## src/rtl/osd_stm_mor1kx_buf_pkg.sv

```systemverilog
// Shared types and constants for the buffered mor1kx-to-STM trace adapter.
package osd_stm_mor1kx_buf_pkg;

  localparam int unsigned StmIdW = 16;
  localparam logic [StmIdW-1:0] STM_OVF_ID = 16'h0000;

  typedef struct packed {
    logic [StmIdW-1:0] id;
    logic [31:0]       value;
  } stm_event_t;

  typedef enum logic [0:0] {
    StNormal,
    StOvf
  } ovf_state_e;

endpackage

```

## src/rtl/osd_stm_mor1kx_buf_if.sv

```systemverilog
// Valid/ready event stream from the adapter towards the STM core.
interface osd_stm_mor1kx_buf_if #(
  parameter int unsigned XLEN = 32
);
  logic            valid;
  logic            ready;
  logic [15:0]     id;
  logic [XLEN-1:0] value;

  modport master (output valid, output id, output value, input ready);
  modport slave  (input valid, input id, input value, output ready);
endinterface

```

## src/rtl/osd_fifo_fwft.sv

```systemverilog
// First-word-fall-through FIFO; head is visible combinationally, zero when empty.
module osd_fifo_fwft #(
  parameter int unsigned WIDTH = 48,
  parameter int unsigned DEPTH = 4,
  localparam int unsigned PW   = $clog2(DEPTH)
) (
  input  logic             clk_i,
  input  logic             rst_ni,
  input  logic             push_i,
  input  logic [WIDTH-1:0] data_i,
  input  logic             pop_i,
  output logic [WIDTH-1:0] data_o,
  output logic             full_o,
  output logic             empty_o,
  output logic [PW:0]      level_o
);

  logic [WIDTH-1:0] mem_q [DEPTH];
  logic [PW-1:0]    wr_ptr_q, wr_ptr_d, rd_ptr_q, rd_ptr_d;
  logic [PW:0]      level_q, level_d;

  always_comb begin
    wr_ptr_d = wr_ptr_q + PW'(push_i);
    rd_ptr_d = rd_ptr_q + PW'(pop_i);
    level_d  = level_q;
    unique case ({push_i, pop_i})
      2'b10:   level_d = level_q + (PW+1)'(1);
      2'b01:   level_d = level_q - (PW+1)'(1);
      default: level_d = level_q;
    endcase
  end

  always_ff @(posedge clk_i or negedge rst_ni) begin
    if (!rst_ni) begin
      wr_ptr_q <= '0;
      rd_ptr_q <= '0;
      level_q  <= '0;
    end else begin
      wr_ptr_q <= wr_ptr_d;
      rd_ptr_q <= rd_ptr_d;
      level_q  <= level_d;
    end
  end

  // When full, wr_ptr equals rd_ptr; a push+pop overwrites the slot leaving this edge.
  always_ff @(posedge clk_i) begin
    if (push_i) mem_q[wr_ptr_q] <= data_i;
  end

  assign empty_o = (level_q == '0);
  assign full_o  = (level_q == (PW+1)'(DEPTH));
  assign level_o = level_q;
  assign data_o  = empty_o ? '0 : mem_q[rd_ptr_q];

endmodule

```

## src/rtl/osd_stm_mor1kx_buf.sv

```systemverilog
// Detects l.nop K trace events, pairs them with a shadowed GPR and queues them
// for the STM core, replacing lost events with an in-band overflow record.
module osd_stm_mor1kx_buf
  import osd_stm_mor1kx_buf_pkg::*;
#(
  parameter int unsigned XLEN      = 32,
  parameter int unsigned DEPTH     = 4,
  parameter int unsigned VALUE_REG = 3,
  parameter logic [15:0] MARKER    = 16'h1500,
  parameter int unsigned CNT_W     = 16,
  parameter logic [15:0] OVF_ID    = STM_OVF_ID
) (
  input  logic                    clk,
  input  logic                    rst,
  input  logic                    enable,
  input  logic                    tr_valid,
  input  logic [31:0]             tr_insn,
  input  logic                    tr_wben,
  input  logic [4:0]              tr_wbreg,
  input  logic [XLEN-1:0]         tr_wbdata,
  osd_stm_mor1kx_buf_if.master    out_if,
  output logic                    ovf_pending,
  output logic [$clog2(DEPTH):0]  level
);

  localparam int unsigned EntW = StmIdW + XLEN;
  localparam logic [4:0] ValueRegIdx = 5'(VALUE_REG);

  logic [XLEN-1:0]  shadow_q, shadow_d;
  logic [CNT_W-1:0] cnt_q, cnt_d;
  ovf_state_e       state_q, state_d;

  logic            ev, pop, room, push, full, empty;
  logic [EntW-1:0] push_data, head;
  logic [XLEN-1:0] cnt_ext;

  assign ev   = enable && tr_valid && (tr_insn[31:16] == MARKER) && (tr_insn[15:0] != 16'h0);
  assign pop  = !empty && out_if.ready;
  assign room = !full || pop;

  always_comb begin
    shadow_d = shadow_q;
    if (tr_wben && (tr_wbreg == ValueRegIdx)) shadow_d = tr_wbdata;
  end

  always_comb begin
    cnt_ext             = '0;
    cnt_ext[CNT_W-1:0]  = cnt_q;
  end

  always_ff @(posedge clk or negedge rst) begin
    if (!rst) begin
      state_q  <= StNormal;
      cnt_q    <= '0;
      shadow_q <= '0;
    end else begin
      state_q  <= state_d;
      cnt_q    <= cnt_d;
      shadow_q <= shadow_d;
    end
  end

  // Once an event is lost nothing may be queued ahead of the overflow record.
  always_comb begin
    state_d = state_q;
    unique case (state_q)
      StNormal: if (ev && !room) state_d = StOvf;
      StOvf:    if (room && !ev) state_d = StNormal;
      default:  state_d = StNormal;
    endcase
  end

  always_comb begin
    push      = 1'b0;
    push_data = {tr_insn[15:0], shadow_q};
    cnt_d     = cnt_q;
    unique case (state_q)
      StNormal: begin
        if (ev && room) push = 1'b1;
        else if (ev) cnt_d = CNT_W'(1);
      end
      StOvf: begin
        if (room) begin
          push      = 1'b1;
          push_data = {OVF_ID, cnt_ext};
          cnt_d     = ev ? CNT_W'(1) : '0;
        end else if (ev && (cnt_q != '1)) begin
          cnt_d = cnt_q + CNT_W'(1);
        end
      end
      default: ;
    endcase
  end

  osd_fifo_fwft #(
    .WIDTH (EntW),
    .DEPTH (DEPTH)
  ) u_fifo (
    .clk_i   (clk),
    .rst_ni  (rst),
    .push_i  (push),
    .data_i  (push_data),
    .pop_i   (pop),
    .data_o  (head),
    .full_o  (full),
    .empty_o (empty),
    .level_o (level)
  );

  assign out_if.valid = !empty;
  assign out_if.id    = head[EntW-1:XLEN];
  assign out_if.value = head[XLEN-1:0];
  assign ovf_pending  = (state_q == StOvf);

endmodule

```

## src/flat_wrapper.sv

```systemverilog
// flat-port wrapper written by rule: the top's interface ports become plain ports
module osd_stm_mor1kx_buf_flat import osd_stm_mor1kx_buf_pkg::*;
#(
  parameter int unsigned XLEN      = 32,
  parameter int unsigned DEPTH     = 4,
  parameter int unsigned VALUE_REG = 3,
  parameter logic [15:0] MARKER    = 16'h1500,
  parameter int unsigned CNT_W     = 16,
  parameter logic [15:0] OVF_ID    = STM_OVF_ID
)
  (clk, rst, enable, tr_valid, tr_insn, tr_wben, tr_wbreg, tr_wbdata, ovf_pending, level, out_if_valid, out_if_id, out_if_value, out_if_ready);
  osd_stm_mor1kx_buf_if #(.XLEN(XLEN)) out_if_i ();
  input  logic clk;
  input  logic rst;
  input  logic enable;
  input  logic tr_valid;
  input  logic [31:0] tr_insn;
  input  logic tr_wben;
  input  logic [4:0] tr_wbreg;
  input  logic [XLEN-1:0] tr_wbdata;
  output logic ovf_pending;
  output logic [$clog2(DEPTH):0] level;
  output wire logic [$bits(out_if_i.valid)-1:0] out_if_valid;
  output wire logic [$bits(out_if_i.id)-1:0] out_if_id;
  output wire logic [$bits(out_if_i.value)-1:0] out_if_value;
  input wire logic [$bits(out_if_i.ready)-1:0] out_if_ready;
  assign out_if_valid = out_if_i.valid;
  assign out_if_id = out_if_i.id;
  assign out_if_value = out_if_i.value;
  assign out_if_i.ready = out_if_ready;
  osd_stm_mor1kx_buf #(.XLEN(XLEN), .DEPTH(DEPTH), .VALUE_REG(VALUE_REG), .MARKER(MARKER), .CNT_W(CNT_W), .OVF_ID(OVF_ID)) u_core (.clk(clk), .rst(rst), .enable(enable), .tr_valid(tr_valid), .tr_insn(tr_insn), .tr_wben(tr_wben), .tr_wbreg(tr_wbreg), .tr_wbdata(tr_wbdata), .out_if(out_if_i), .ovf_pending(ovf_pending), .level(level));
endmodule
```

## config.mk

```make
export PLATFORM = sky130hd
export DESIGN_NAME = osd_stm_mor1kx_buf_flat
export DESIGN_NICKNAME = d
export VERILOG_FILES = /design/src/rtl/osd_stm_mor1kx_buf_pkg.sv /design/src/rtl/osd_stm_mor1kx_buf_if.sv /design/src/rtl/osd_fifo_fwft.sv /design/src/rtl/osd_stm_mor1kx_buf.sv /design/src/flat_wrapper.sv
export SDC_FILE = /design/constraint.sdc
export NUM_CORES = 1
export LEC_CHECK = 0
export ABC_AREA = 0
export CORE_MARGIN = 2
export CORE_UTILIZATION = 62
export CTS_BUF_LIST = sky130_fd_sc_hd__clkbuf_8
export CTS_CLUSTER_DIAMETER = 50
export DETAILED_ROUTE_END_ITERATION = 8
export MAX_ROUTING_LAYER = met4
export PLACE_DENSITY = 0.87
export SLEW_MARGIN = 20
export SYNTH_ARGS = -nofsm -noshare
export SYNTH_HDL_FRONTEND = slang
export SYNTH_HIERARCHICAL = 1
export SYNTH_SLANG_ARGS = --single-unit
```

## constraint.sdc

```tcl
create_clock -name clk -period 10.4 [get_ports clk]
set_input_delay 2.08 -clock clk [delete_from_list [all_inputs] [get_ports clk]]
set_output_delay 2.08 -clock clk [all_outputs]
set_load 0.02 [all_outputs]
```

==> results of run 1 <==
==> layout make-up <==
class / instances / area [um2]
clock inverter: 26 / 133
tap: 225 / 282
multi-input combinational: 348 / 3310
inverter: 7 / 26.3
fill: 939 / 4250
sequential: 248 / 7170
timing repair buffer: 136 / 1330
clock buffer: 40 / 551
==> flip-flops by register name (all words and copies together), names as in the netlist <==
signal,count
u_core/cnt_q,16
u_core/u_fifo/wr_ptr_q,2
u_core/ovf_pending,1
u_core/u_fifo/rd_ptr_q,2
u_core/u_fifo/mem_q,192
u_core/u_fifo/level_o,3
u_core/shadow_q,32
==> cell usage in the layout (no fill, tap or decap), drive strengths merged, types with 5 or more instances in the layout <==
cell | synthesis | layout
nor4b | 7 | 7
nand4 | 7 | 7
nand2 | 25 | 25
nor3 | 6 | 6
mux4 | 48 | 48
clkdlybuf4s50 | 0 | 126
o21ai | 10 | 10
and2 | 38 | 38
o211ai | 5 | 5
inv | 7 | 18
and3 | 7 | 7
clkinv | 0 | 14
buf | 21 | 10
nor2 | 10 | 10
a2bb2oi | 7 | 7
nand3 | 14 | 14
mux2 | 47 | 47
edfxtp | 192 | 192
dfrtp | 56 | 56
nor4 | 11 | 11
clkbuf | 17 | 40
a21oi | 10 | 10
nor2b | 47 | 47
==> per-stage QoR <==
| stage | cells | total power, uW | util, % |
|---|---|---|---|
| after detailed placement | 964 | 2190 | 71.1 |
| after CTS | 1030 | 2920 | 75.1 |
| after global placement | 964 | 2170 | 71.1 |
| after floorplan | 642 | 1800 | - |
| final | 1030 | 2900 | 75.1 |
| after global routing | 1030 | 3020 | 75.1 |
==> power breakdown <==
group	leakage, uW	internal, uW	switching, uW
Sequential	0.00247	1130	127
Clock	0.000389	380	350
Combinational	0.00172	503	409
Total	0.00459	2010	886
==> per-layer routing <==
layer,share of wire (%),track usage [%],vias up
li1,-,-,2776
met1,40,33.6,3163
met2,51,41.5,338
met3,6.9,4.53,56
met4,2.8,9.66,0
met5,0,-,-
==> worst max-delay path, cell delays in order, from the launching register on <==
cell and delay, ns:
dfrtp_4 1.06, mux4_2 0.64, nor2b_1 0.16, clkdlybuf4s50_1 0.61
==> worst paths after layout <==
check / start / endpoint / slack (ns) / cells after the start
min in group asynchronous: rst / u_core/shadow_q[23] / 1.70 / 2
max reg2reg: u_core/u_fifo/level_o[2] / u_core/u_fifo/mem_q[0][1] / 7.26 / 6
max in group asynchronous: rst / u_core/u_fifo/rd_ptr_q[1] / 8.11 / 2
min: u_core/shadow_q[20] / u_core/shadow_q[20] / 0.50 / 1
min reg2reg: u_core/shadow_q[20] / u_core/shadow_q[20] / 0.50 / 1
max: u_core/u_fifo/rd_ptr_q[0] / out_if_value[12] / 5.31 / 3
==> kinds of logic after synthesis <==
| kind of cell | after synthesis | synth area share [%] |
|---|---|---|
| flip-flops | 248 | 67.0 |
| AND/OR/NAND/NOR | 193 | 11.1 |
| multiplexers | 96 | 15.1 |
| AO/OA/AOI/OAI | 49 | 3.33 |
| buffers and inverters | 46 | 2.40 |
| XOR/XNOR | 5 | 0.409 |
| adder cells (fa/ha/maj) | 5 | 0.655 |
==> cells in the mapped netlist (2+ instances only) <==
cell type / n / share of area, %
edfxtp_1: 192 / 54
dfrtp_1: 56 / 13
mux4_2: 48 / 10
mux2_2: 47 / 4.9
nor2b_1: 47 / 2.7
and2_1: 36 / 2.1
nand2_1: 25 / 0.88
nand3_1: 14 / 0.65
clkbuf_1: 12 / 0.42
a21oi_1: 10 / 0.47
nor2_1: 10 / 0.35
nor4_1: 10 / 0.58
o21ai_0: 10 / 0.47
buf_2: 9 / 0.42
a2bb2oi_1: 7 / 0.57
and3_1: 7 / 0.41
inv_1: 7 / 0.25
nor4b_1: 7 / 0.57
buf_6: 5 / 0.53
nor3_1: 5 / 0.23
o211ai_1: 5 / 0.35
and4_1: 4 / 0.33
buf_1: 4 / 0.14
clkbuf_2: 4 / 0.19
ha_1: 4 / 0.47
nand4_1: 4 / 0.23
xor2_1: 4 / 0.33
and2b_1: 3 / 0.21
buf_4: 3 / 0.21
nand2b_1: 3 / 0.18
or3_1: 3 / 0.18
or4_1: 3 / 0.21
a21boi_0: 2 / 0.14
a32oi_1: 2 / 0.16
and2_2: 2 / 0.14
nand4_2: 2 / 0.23
nor4bb_1: 2 / 0.19
o21a_1: 2 / 0.14
o31a_1: 2 / 0.16
==> results_dict.tcl, run 1 <==
set metrics [dict create \
    post-route-cell-area_um2 12800 \
    antennaDiodeCount 0 \
    syn_area_um2 10700 \
    drv_cap 0 \
    min_period_ns 5.09 \
    slew_headroom_pct 28.7 \
    core_um2 17100 \
    synth_flop_cell "edfxtp_1" \
    cts.sinks 248 \
    ant_nets 0 \
    whs_ns 0.497 \
    worst_slack_ns 5.31 \
    synth_fp_nets 722 \
    max-clock-path-buffers 3 \
    crit_type "reg -> out" \
    wl_per_cell_um 21.6 \
    rows 48 \
    ios 128 \
    hold_buffers 0 \
    syn_to_final_growth_pct 19.7 \
    yosysWarnings 6 \
    end_kind "primary output" \
    vias 6333 \
    die_h_um 135 \
    portBuffers 127 \
    start_kind "register" \
    ctsResizeCount 0 \
    synth.distinct_cells 59 \
    cts_buffers 37 \
    avgSynthCellArea_um2 16.7 \
    die_w_um 135 \
    grt_max_degree 57 \
    nets 858 \
    h-tree-depth 2 \
    rsz0062_at_grt "no" \
    antenna_found_initial 0 \
    ys_seq_elements 248 \
    peakVddDrop_v 0.000202 \
    yosysSeqAreaShare_pct 67.0 \
    final-hold-violation-count 0 \
    worstMarginPinSlew_ns 1.07 \
    dp_hpwl_um 13700 \
    track_usage_pct 25.8 \
    vias_per_cell 6.15 \
    fin_skew_ns 0.0180 \
    period_share_pct 48.9 \
    cts_root_buffer "clkbuf_8" \
    async_reset_ff_share_pct 22.6 \
    drive_gt1_share_pct 20.7 \
    path_clk_slew_ns 0.06 \
    die_area_um2 18300 \
    place.gp.congestion 0.886 \
    fin_setup_tns_ns 0 \
    fmax_ghz 0.197 \
    dp_slack_ns 5.11 \
    arrival_ns 3.01 \
    worstPathRequired_ns 8.32 \
    first_pass_iters 5 \
    overflow 0 \
    status "finished, final reports clean" \
    grt_pass1_wl_um 34500 \
    p_leak_uw 0.00459 \
    hp-class "reg -> reg" \
    slew_viol_final 0 \
    synth_edf_count 192 \
    postCtsSetupBuffers 0 \
    drtIter0Drc 588 \
    p_per_area_nw_per_um2 226 \
    final-setup-viol-count 0 \
    drc 0 \
    crit_fanout 49 \
    placed_area_um2 12100 \
    clock_latency_ns 0.53 \
    syn_inst 642 \
    cts_tree "done" \
    start_util_pct 62.8 \
    drt_wl_total_um 22200 \
    grt_pass1_vias 6522 \
]
No activity file was read; power rests on OpenSTA's default activity.
==> run 2: changes to the inputs <==
Settings changed: CORE_UTILIZATION 62 to 58, PLACE_DENSITY 0.87 to 0.82.
Clock period 10.4 ns to 4.7 ns, I/O delays scaled along.
==> results_dict.tcl, run 2 (synthesis results as in run 1) <==
set metrics [dict create \
    hold_buffers 0 \
    die_w_um 140 \
    period_share_pct 82.4 \
    layout_common_cells "192 x edfxtp_1, 126 x clkdlybuf4s50_1, 54 x dfrtp_1" \
    wl_per_cell_um 21.5 \
    ctsResizeCount 0 \
    cpPeakStageDelay_ns 0.87 \
    p_per_area_nw_per_um2 507 \
    fin_setup_tns_ns 0 \
    final-setup-viol-count 0 \
    grt_max_degree 51 \
    die_area_um2 19600 \
    rsz0062_at_grt "no" \
    first_pass_iters 5 \
    path_clk_slew_ns 0.06 \
    vias_per_cell 6.07 \
    nets 862 \
    slew_headroom_pct 30.1 \
    track_usage_pct 24.3 \
    peakVddDrop_v 0.000344 \
    ios 128 \
    h-tree-depth 2 \
    grt_pass1_vias 6637 \
    final_common_cell "edfxtp_1" \
    cpLargestDelayFamily "flip-flops" \
    timing.rr.end "u_core/u_fifo/level_o[2]" \
    grt_pass1_wl_um 35600 \
    cts_root_buffer "clkbuf_8" \
    drtIter0Drc 736 \
    vias 6318 \
    drv_cap 0 \
    cts_buffers 39 \
    worstMarginPinSlew_ns 1.05 \
    cpMaxStageDelayCell "dfrtp_4" \
    cp_num_buf_inv 2 \
    hp-class "in -> async" \
    reg_top3 "u_core/u_fifo/mem_q x192, u_core/shadow_q x32, u_core/cnt_q x16" \
    place.gp.congestion 0.898 \
    final_util_pct 71.9 \
    ff2ff_setup_slack_ns 2.09 \
    start_kind "register" \
    postCtsSetupBuffers 0 \
    cts.sinks 248 \
    rows 49 \
    drc 0 \
    path_cells "buf_12 -> mux4_2 -> nor2b_1 -> clkdlybuf4s50_1" \
    worst_slack_ns 0.828 \
    clock_latency_ns 0.53 \
    dp_hpwl_um 13900 \
    drive_gt1_share_pct 21.7 \
    antennaDiodeCount 0 \
    top_register "u_core/u_fifo/mem_q" \
    crit_type "reg -> out" \
    dp_slack_ns 0.520 \
    slew_viol_final 0 \
    overflow 0 \
    cts_tree "done" \
    crit_fanout 33 \
    rr_startpoint "u_core/u_fifo/level_o[2]" \
    r2r_cells 11 \
    fin_skew_ns 0.0321 \
    fillers 1074 \
    drt_wl_total_um 22400 \
    p_leak_uw 0.00469 \
    portBuffers 127 \
    largest_register_ffs 192 \
    ant_nets 0 \
    end_kind "primary output" \
    max-clock-path-buffers 3 \
    final-hold-violation-count 0 \
    fmax_ghz 0.258 \
    min_period_ns 3.87 \
    start_util_pct 59.4 \
    status "finished, final reports clean" \
    antenna_found_initial 0 \
    core_um2 18000 \
    syn_to_final_growth_pct 21.1 \
    arrival_ns 2.93 \
    die_h_um 140 \
    worstPathRequired_ns 3.76 \
]
[run 2: changes by cell type in the layout (fill, tap and decap cells not counted), sizes merged]
| cell | before | now |
|---|---|---|
| buf | 10 | 12 |
| inv | 18 | 26 |
| clkbuf | 40 | 49 |
| clkinv | 14 | 2 |
[run 2: worst max path at each step]
stage	slack (ns)	end	cells after the start	from
after floorplan	0.30	u_core/u_fifo/mem_q[2][0]	7	tr_insn[9]
after global placement	0.62	u_core/u_fifo/level_o[2]	12	tr_insn[14]
after detailed placement	0.52	u_core/u_fifo/level_o[2]	12	tr_insn[13]
after CTS	0.73	out_if_value[18]	4	u_core/u_fifo/rd_ptr_q[0]
after global routing	0.63	out_if_value[20]	4	u_core/u_fifo/rd_ptr_q[0]
final	0.83	out_if_value[18]	4	u_core/u_fifo/rd_ptr_q[0]
[run 2: metal layers]
layer / up-vias / global-route usage (%) / wire [um]
met5: - / - / 0
met4: 0 / 6.00 / 286
met3: 28 / 4.30 / 1540
met2: 267 / 39.5 / 11300
met1: 3236 / 32.5 / 9200
li1: 2787 / - / -
[run 2: power by group]
group	internal [uW]	leakage (uW)	switching [uW]	total, uW
registers	2500	0.00247	203	2700
logic	1140	0.00174	978	2120
clock network	990	0.000473	771	1760
total	4630	0.00469	1950	6580
[run 2: stage by stage]
stage	area, um2	hold WS [ns]	total power [uW]	instances
2_1_floorplan	10700	0.472	3990	642
3_3_place_gp	12200	0.481	4830	970
3_5_place_dp	12200	0.487	4880	970
4_1_cts	13000	0.484	6650	1041
5_1_grt	13000	0.521	6880	1041
6_report	13000	0.477	6580	1041
[run 2: area by class of cell]
| class | count | area, um2 | share of cell area, % |
|---|---|---|---|
| well taps | 229 | 287 | 2.21 |
| repair buffers | 138 | 1370 | 10.6 |
| clock buffers | 49 | 674 | 5.20 |
| flip-flops and latches | 248 | 7170 | 55.3 |
| inverters | 7 | 26.3 | 0.203 |
| multi-input cells | 348 | 3320 | 25.6 |
| clock inverters | 22 | 110 | 0.849 |
[run 2: worst register-to-register path: stages (launching register included)]
cell	delay [ns]
dfrtp_1	0.45
nor3_4	0.22
nand2b_1	0.19
nand2_1	0.18
o21a_1	0.20
inv_1	0.19
ha_1	0.22
inv_1	0.06
fa_1	0.38
xor2_1	0.16
nor2_1	0.14
xor2_1	0.16
==> run 3: changes to the inputs <==
Settings changed: CORE_UTILIZATION 58 to 52, PLACE_DENSITY 0.82 to 0.78.
Clock period 4.7 ns to 3.55 ns, I/O delays scaled along.
==> results_dict.tcl, run 3 (synthesis results as in run 1) <==
set metrics [dict create \
    p_per_area_nw_per_um2 662 \
    switchingPower_uw 2620 \
    cts_tree "done" \
    fin_setup_tns_ns 0 \
    hp-class "in -> async" \
    portBuffers 127 \
    drt_wl_total_um 22200 \
    final_util_pct 65.1 \
    die_w_um 147 \
    core_um2 20200 \
    cpLargestDelayFamily "buffers and inverters" \
    fin_skew_ns 0.0215 \
    period_share_pct 91.7 \
    layout_common_cells "192 x edfxtp_1, 126 x clkdlybuf4s50_1, 54 x dfrtp_1" \
    ctsResizeCount 0 \
    status "finished, final reports clean" \
    antenna_found_initial 0 \
    slew_headroom_pct 45.1 \
    grt_max_degree 50 \
    power_switching_share_pct 30.0 \
    drive_gt1_share_pct 23.6 \
    crit_fanout 9 \
    drc 0 \
    ant_nets 0 \
    max-clock-path-buffers 3 \
    end_kind "primary output" \
    drtIter0Drc 454 \
    p_int_uw 6100 \
    seq_power_share_pct 39.6 \
    final_common_cell "edfxtp_1" \
    path_cells "buf_4 -> mux4_2 -> nor2b_1 -> clkdlybuf4s50_1" \
    start_util_pct 52.9 \
    peakVddDrop_v 0.000266 \
    hold_buffers 0 \
    reg_top3 "u_core/u_fifo/mem_q x192, u_core/shadow_q x32, u_core/cnt_q x16" \
    postCtsSetupBuffers 0 \
    vias_per_cell 5.67 \
    p_clk_share_pct 25.8 \
    dp_slack_ns 0.107 \
    die_h_um 147 \
    syn_to_final_growth_pct 23.1 \
    start_kind "register" \
    wl_per_cell_um 20.0 \
    nets 886 \
    slew_viol_final 0 \
    min_period_ns 3.26 \
    grt_pass1_wl_um 35400 \
    top_register "u_core/u_fifo/mem_q" \
    p_leak_uw 0.00479 \
    h-tree-depth 2 \
    largest_register_ffs 192 \
    fmax_ghz 0.307 \
    final-hold-violation-count 0 \
    cpMaxStageDelayCell "clkdlybuf4s50_1" \
    vias 6276 \
    track_usage_pct 21.7 \
    rsz0062_at_grt "no" \
    path_clk_slew_ns 0.06 \
    arrival_ns 2.55 \
    rows 52 \
    clock_latency_ns 0.53 \
    cts_root_buffer "clkbuf_8" \
    cts_buffers 40 \
    first_pass_iters 4 \
    drv_cap 0 \
    overflow 0 \
    worstMarginPinSlew_ns 0.824 \
    worstPathRequired_ns 2.84 \
    ios 128 \
    dp_hpwl_um 14500 \
    final-setup-viol-count 0 \
    cts.sinks 248 \
    fillers 1393 \
    place.gp.congestion 0.857 \
    cpPeakStageDelay_ns 0.56 \
    combPwrFrac_pct 34.6 \
    die_area_um2 21700 \
    worst_slack_ns 0.294 \
    crit_type "reg -> out" \
    cp_num_buf_inv 2 \
    grt_pass1_vias 6563 \
]
## run 3: cell count changes in the layout (fill, tap and decap cells not counted), sizes merged
cell,previous run,this run
clkbuf,49,44
clkinv,2,7
diode,0,1
inv,26,27
buf,12,35
## run 3: power groups by stage
| stage | combinational (uW) | sequential, uW | clock (uW) |
|---|---|---|---|
| after floorplan | 1830 | 3440 | 0 |
| after global placement | 2920 | 3540 | 0 |
| after detailed placement | 2970 | 3550 | 0 |
| after CTS | 2980 | 3490 | 2310 |
| after global routing | 3220 | 3470 | 2450 |
| final | 3020 | 3450 | 2250 |
## run 3: metal layers
metal  up-vias  global-route usage, %  share of wire (%)  wire length, um
li1       2842                      -                  -                -
met1      3147                   27.6                 40             8930
met4         0                   6.44                2.3              504
met2       245                   35.6                 50            11200
met3        42                   4.85                7.1             1580
met5         -                      -                  0                0
## run 3: path summary, 6_finish.rpt
| path | startpoint | to | slack, ns | cells past startpoint |
|---|---|---|---|---|
| setup / recovery | u_core/u_fifo/rd_ptr_q[0] | out_if_value[6] | 0.29 | 4 |
| hold reg to reg | u_core/shadow_q[18] | u_core/shadow_q[18] | 0.50 | 1 |
| setup reg to reg | u_core/u_fifo/level_o[2] | u_core/u_fifo/level_o[2] | 1.02 | 11 |
| min in group clk | u_core/shadow_q[18] | u_core/shadow_q[18] | 0.50 | 1 |
| hold / removal | rst | u_core/shadow_q[20] | 0.03 | 1 |
| max in group asynchronous | rst | u_core/u_fifo/rd_ptr_q[0] | 2.51 | 2 |
## run 3: metrics by stage
| step | area [um2] | hold slack [ns] | power, uW | instances |
|---|---|---|---|---|
| global placement | 12400 | 0.486 | 6470 | 1029 |
| finish | 13200 | 0.0340 | 8720 | 1107 |
| global route | 13200 | 0.0241 | 9130 | 1106 |
| CTS | 13100 | 0.0110 | 8780 | 1101 |
| floorplan | 10700 | 0.414 | 5280 | 642 |
| detailed placement | 12400 | 0.487 | 6520 | 1029 |
## run 3: cell type report
type,instances,area (um2),area share (%)
flip-flops and latches,248,7170,54.4
multi-input cells,348,3320,25.2
repair buffers,161,1570,11.9
clock buffers,44,606,4.60
well taps,270,338,2.56
clock inverters,28,138,1.04
inverters,7,26.3,0.199
diodes,1,2.50,0.0190
## run 3: worst register-to-register path, cell delays in order, from the launching register on
cell and delay [ns]:
dfrtp_1 0.46, nor3_4 0.26, nand2b_1 0.20, nand2_1 0.17
o21a_1 0.19, inv_1 0.09, ha_1 0.19, inv_1 0.07
fa_1 0.37, xor2_1 0.16, nor2_1 0.12, xor2_1 0.17
